**src/rtl/memory_port_arbiter.sv**
```systemverilog
// Shares one external memory port between the fetch and memory-access stages, MEM first.
// Define MEMARB_TIMEOUT_EN to compile in the watchdog that aborts hung transactions.

module memory_port_arbiter #(
  parameter int unsigned TIMEOUT_CYCLES = 255
) (
  input  logic        clk,
  input  logic        reset,
  input  logic        ifReq,
  input  logic [31:0] ifAddress,
  output logic [31:0] ifData,
  output logic        ifDone,
  output logic        ifStall,
  input  logic        memReq,
  input  logic        memWrite,
  input  logic [31:0] memAddress,
  input  logic [31:0] memWriteData,
  input  logic [3:0]  memByteEnable,
  output logic [31:0] memReadData,
  output logic        memDone,
  output logic        memStall,
  output logic        busValid,
  output logic        busWrite,
  output logic [31:0] busAddress,
  output logic [31:0] busWriteData,
  output logic [3:0]  busByteEnable,
  input  logic        busReady,
  input  logic        busRespValid,
  input  logic [31:0] busRespData,
  output logic        busError
);

  typedef enum logic [1:0] {StIdle, StIssue, StWait, StResp} state_e;

  state_e      state_q;
  logic        grant_mem_q;
  logic        if_done_q, mem_done_q;
  logic        bus_valid_q, bus_write_q;
  logic [31:0] bus_addr_q, bus_wdata_q;
  logic [3:0]  bus_be_q;
  logic [31:0] if_data_q, mem_rdata_q;

`ifdef MEMARB_TIMEOUT_EN
  logic [7:0] cnt_q;
  logic       bus_error_q;
  logic       timeout;
  logic       abort;

  assign timeout = (cnt_q + 8'd1) == TIMEOUT_CYCLES[7:0];
  // A handshake completing in the limit cycle still wins over the abort.
  assign abort   = timeout & (((state_q == StIssue) & ~busReady) |
                              ((state_q == StWait) & ~busRespValid));
  assign busError = bus_error_q;
`else
  logic unused_timeout_cycles;
  assign unused_timeout_cycles = ^TIMEOUT_CYCLES;
  assign busError = 1'b0;
`endif

  always_ff @(posedge clk or negedge reset) begin
    if (!reset) begin
      state_q     <= StIdle;
      grant_mem_q <= 1'b0;
      if_done_q   <= 1'b0;
      mem_done_q  <= 1'b0;
      bus_valid_q <= 1'b0;
      bus_write_q <= 1'b0;
      bus_addr_q  <= '0;
      bus_wdata_q <= '0;
      bus_be_q    <= '0;
      if_data_q   <= '0;
      mem_rdata_q <= '0;
`ifdef MEMARB_TIMEOUT_EN
      cnt_q       <= '0;
      bus_error_q <= 1'b0;
`endif
    end else begin
      unique case (state_q)
        StIdle: begin
          if (memReq) begin
            grant_mem_q <= 1'b1;
            bus_write_q <= memWrite;
            bus_addr_q  <= memAddress;
            bus_wdata_q <= memWriteData;
            bus_be_q    <= memByteEnable;
            bus_valid_q <= 1'b1;
            state_q     <= StIssue;
          end else if (ifReq) begin
            grant_mem_q <= 1'b0;
            bus_write_q <= 1'b0;
            bus_addr_q  <= ifAddress;
            bus_wdata_q <= '0;
            bus_be_q    <= 4'hF;
            bus_valid_q <= 1'b1;
            state_q     <= StIssue;
          end
        end
        StIssue: begin
          if (busReady) begin
            bus_valid_q <= 1'b0;
            state_q     <= StWait;
          end
        end
        StWait: begin
          if (busRespValid) begin
            if (grant_mem_q) begin
              if (!bus_write_q) mem_rdata_q <= busRespData;
            end else begin
              if_data_q <= busRespData;
            end
            if_done_q  <= ~grant_mem_q;
            mem_done_q <= grant_mem_q;
            state_q    <= StResp;
          end
        end
        StResp: begin
          if_done_q  <= 1'b0;
          mem_done_q <= 1'b0;
          state_q    <= StIdle;
        end
        default: state_q <= StIdle;
      endcase

`ifdef MEMARB_TIMEOUT_EN
      if (state_q == StIdle) begin
        cnt_q <= '0;
      end else if ((state_q == StIssue) || (state_q == StWait)) begin
        cnt_q <= cnt_q + 8'd1;
      end
      if (abort) begin
        bus_valid_q <= 1'b0;
        if_done_q   <= ~grant_mem_q;
        mem_done_q  <= grant_mem_q;
        bus_error_q <= 1'b1;
        state_q     <= StResp;
        if (grant_mem_q) begin
          if (!bus_write_q) mem_rdata_q <= '0;
        end else begin
          if_data_q <= 32'h0000_0013;
        end
      end
`endif
    end
  end

  assign ifData        = if_data_q;
  assign ifDone        = if_done_q;
  assign ifStall       = ifReq & ~if_done_q;
  assign memReadData   = mem_rdata_q;
  assign memDone       = mem_done_q;
  assign memStall      = memReq & ~mem_done_q;
  assign busValid      = bus_valid_q;
  assign busWrite      = bus_write_q;
  assign busAddress    = bus_addr_q;
  assign busWriteData  = bus_wdata_q;
  assign busByteEnable = bus_be_q;

endmodule
```
**config.mk**
```make
export PLATFORM = sky130hd
export DESIGN_NAME = memory_port_arbiter
export DESIGN_NICKNAME = d
export VERILOG_FILES = /design/src/rtl/memory_port_arbiter.sv
export SDC_FILE = /design/constraint.sdc
export NUM_CORES = 1
export LEC_CHECK = 0
export ABC_CLOCK_PERIOD_IN_PS = 2190
export BUFFER_PORTS_ARGS = -buffer_cell sky130_fd_sc_hd__buf_2
export CORE_MARGIN = 4
export CORE_UTILIZATION = 40
export CTS_CLUSTER_DIAMETER = 120
export DETAILED_ROUTE_END_ITERATION = 16
export GPL_TIMING_DRIVEN = 0
export PLACE_DENSITY = 0.71
export REMOVE_ABC_BUFFERS = 1
export SLEW_MARGIN = 5
export SYNTH_ARGS = -nofsm -noshare
export SYNTH_HDL_FRONTEND = slang
export SYNTH_SLANG_ARGS = --single-unit
```
**constraint.sdc**
```tcl
create_clock -name clk -period 2.19 [get_ports clk]
set_input_delay 0.1095 -clock clk [delete_from_list [all_inputs] [get_ports clk]]
set_output_delay 0.1095 -clock clk [all_outputs]
set_load 0.1 [all_outputs]
```
==> flow_summary.toml <==
[cells_and_area]
layoutNonFillerInstCount = 1054
fin_nets = 1003
fill_cells = 1016
multi_input_area_um2 = 2197
fin_util_pct = 65.20
stdcell_area_um2 = 9190
syn_to_final_growth_pct = 57.55
seq_area_um2 = 3478
drive_above_1_share_pct = 43.87

[route]
drt_pass1_iterations = 5
first_iter_violations = 156
ant_nets = 0
wire_per_inst_um = 17.75
vias = 5216
wirelength_mm = 18.71
drt-vias-per-instance = 4.949
drc_errors = 0

[timing]
max_freq_ghz = 0.4977
fin_crit_ns = 2.009
rsz0062_at_grt = "no"
setup_viol = 0
hold_violations = 0
clock_skew_ns = 0.009424
max_slew.worst_pin.slew_ns = 0.9108
drv_slew = 0
slew_headroom_pct = 39.05
fin_setup_tns_ns = 0
fin_crit_sh_pct = 91.75

[clock_network]
clock-root-buffer = "clkbuf_16"
clock_latency_ns = 0.41
clk_pin_slew_worst_paths_ns = 0.06
clock_sinks = 139
cts.path.max_buffers = 2
cts_tree = "yes"
cts_buffers = 17
htreeDepth = 4

[floorplan]
start_util_pct = 41.38
die_x_um = 128.8
die_area_um2 = 16580
die_h_um = 128.8
ios = 278
core.rowCount = 43
fp.coreArea_um2 = 14100

[min_path]
hold_path_class = "input port to flop"

[global_routing]
gr-total-overflow = 0
grt_max_degree = 75
antenna_found_initial = 0
grt_pass1_wl_mm = 28.74
grtUsageTotal_pct = 22.13
grt_pass1_vias = 5619

[synth]
synth-simple-area-share_pct = 11.48
synth-compound-area-share_pct = 4.505
synth.distinct_cells = 26
ys_seq_area_share_pct = 59.63
synth_cells = 474
ys_ff_latch = 139
synth-xor-area-share_pct = 0
muxShareOfSynthArea_pct = 19.97
syn-cell-area_um2 = 5833
synthAdderAreaFrac_pct = 0.8580
postSynthAreaPerCell_um2 = 12.31
synth_top_family_by_area = "multiplexers"
ys_warn_count = 0

[setup_path]
crit_fanout = 49
critPathKind = "flop to flop"
crit_path_end_kind = "flop"
cp_data_arrival_time_ns = 2.29
required_ns = 2.47
startpoint_type = "flop"

[placed_design]
post-dp-hpwl_mm = 11.53
dp.cells = 903
postPlaceCellArea_um2 = 7365
portBuffers = 276
place_congestion = 0.7893

[outcome]
status = "finished clean"

[flow_run]
maxCapViolCount = 0
-- state kept, by name, summed over array words and instances, names as in the netlist --
| register | count |
|---|---|
| state_q | 2 |
| busWriteData | 32 |
| busValid | 1 |
| memReadData | 32 |
| ifData | 32 |
| busByteEnable | 4 |
| busWrite | 1 |
| ifDone | 1 |
| busAddress | 32 |
| memDone | 1 |
| grant_mem_q | 1 |
-- per-layer routing --
| metal | global-route usage, % | up-vias | routed length [um] |
|---|---|---|---|
| li1 | - | 2390 | - |
| met3 | 8.551 | 40 | 1948 |
| met5 | 0 | - | 0 |
| met1 | 24.74 | 2525 | 7061 |
| met2 | 37.65 | 261 | 9211 |
| met4 | 9.512 | 0 | 488 |
-- what timing repair did --
item	4_1_cts	5_1_grt
hold buffers	116	0
setup endpoints to repair	68	26
gates cloned	1	0
pin swaps	1	1
resized for setup	3	0
endpoints found under the hold margin	191	0
buffers inserted	0	1
-- cells in the final DEF (no fill, tap or decap), types with 3 or more instances in the layout --
master,synthesis,layout
inv_1,3,3
clkinv_4,0,4
mux2_4,30,30
mux2i_1,32,32
a22o_1,4,4
o21ai_0,37,37
clkbuf_16,0,17
nor2b_1,8,8
bufinv_16,0,3
nand2_1,108,108
mux2_2,33,33
dlygate4sd3_1,0,116
buf_2,10,274
dfrtp_1,139,139
nand3_1,33,33
-- cell usage after synthesis, drive strengths merged --
cell	instances	area share [%]
ha	4	0.86
mux2	65	14
o21ai	38	3.3
nor2	2	0.13
mux2i	32	5.5
nand4b	1	0.41
nor2b	8	0.86
o32a	1	0.17
nand3	34	3.1
nand2	108	6.9
dfrtp	139	60
a22o	4	0.60
a221oi	1	0.26
conb	1	0.064
o311ai	1	0.15
clkbuf	10	0.64
inv	4	0.26
buf	21	2.6
-- logic make-up after synthesis --
| logic type | Yosys count |
|---|---|
| and+or+nand+nor | 153 |
| other | 1 |
| buffers and inverters | 35 |
| muxes | 97 |
| adders and majority gates | 4 |
| AOI/OAI and AO/OA | 45 |
| DFF | 139 |
-- worst paths after layout --
path	slack (ns)	start	end	depth (start not counted)
setup reg to reg	0.18	state_q[0]	busAddress[19]	7
max in group asynchronous	1.11	reset	busWriteData[21]	3
hold / removal	0.02	ifAddress[8]	busAddress[8]	3
setup / recovery	0.18	state_q[0]	busAddress[19]	7
min in group asynchronous	0.31	reset	memReadData[17]	2
hold reg to reg	0.46	busWriteData[26]	busWriteData[26]	2
-- critical path, cell delays in order (launching register included) --
cell     delay [ns]
dfrtp_1        0.41
inv_1          0.14
ha_4           0.35
o21ai_4        0.32
buf_16         0.26
buf_12         0.18
nand2_1        0.10
o21ai_0        0.10
-- cell type report --
class                           count  area share, %
Tap cell                          180          2.451
Antenna cell                        1        0.02723
Timing Repair Buffer              397          28.96
Multi-Input combinational cell    301          23.91
Clock inverter                     13          1.824
Clock buffer                       19          4.820
Sequential cell                   139          37.85
Inverter                            4         0.1634
-- per-stage QoR --
| stage | hold WS [ns] | setup slack, ns |
|---|---|---|
| 2_1_floorplan | -0.1861 | -0.5068 |
| 3_3_place_gp | 0.3411 | -2.036 |
| 3_5_place_dp | 0.1429 | -0.2446 |
| 4_1_cts | 0.001553 | 0.04721 |
| 5_1_grt | 0.01327 | 0.001082 |
| 6_report | 0.01814 | 0.1807 |
Power is left out: the tool's default activity adds up to more than one toggle a clock period on the data nets, which glitch-free logic cannot reach.
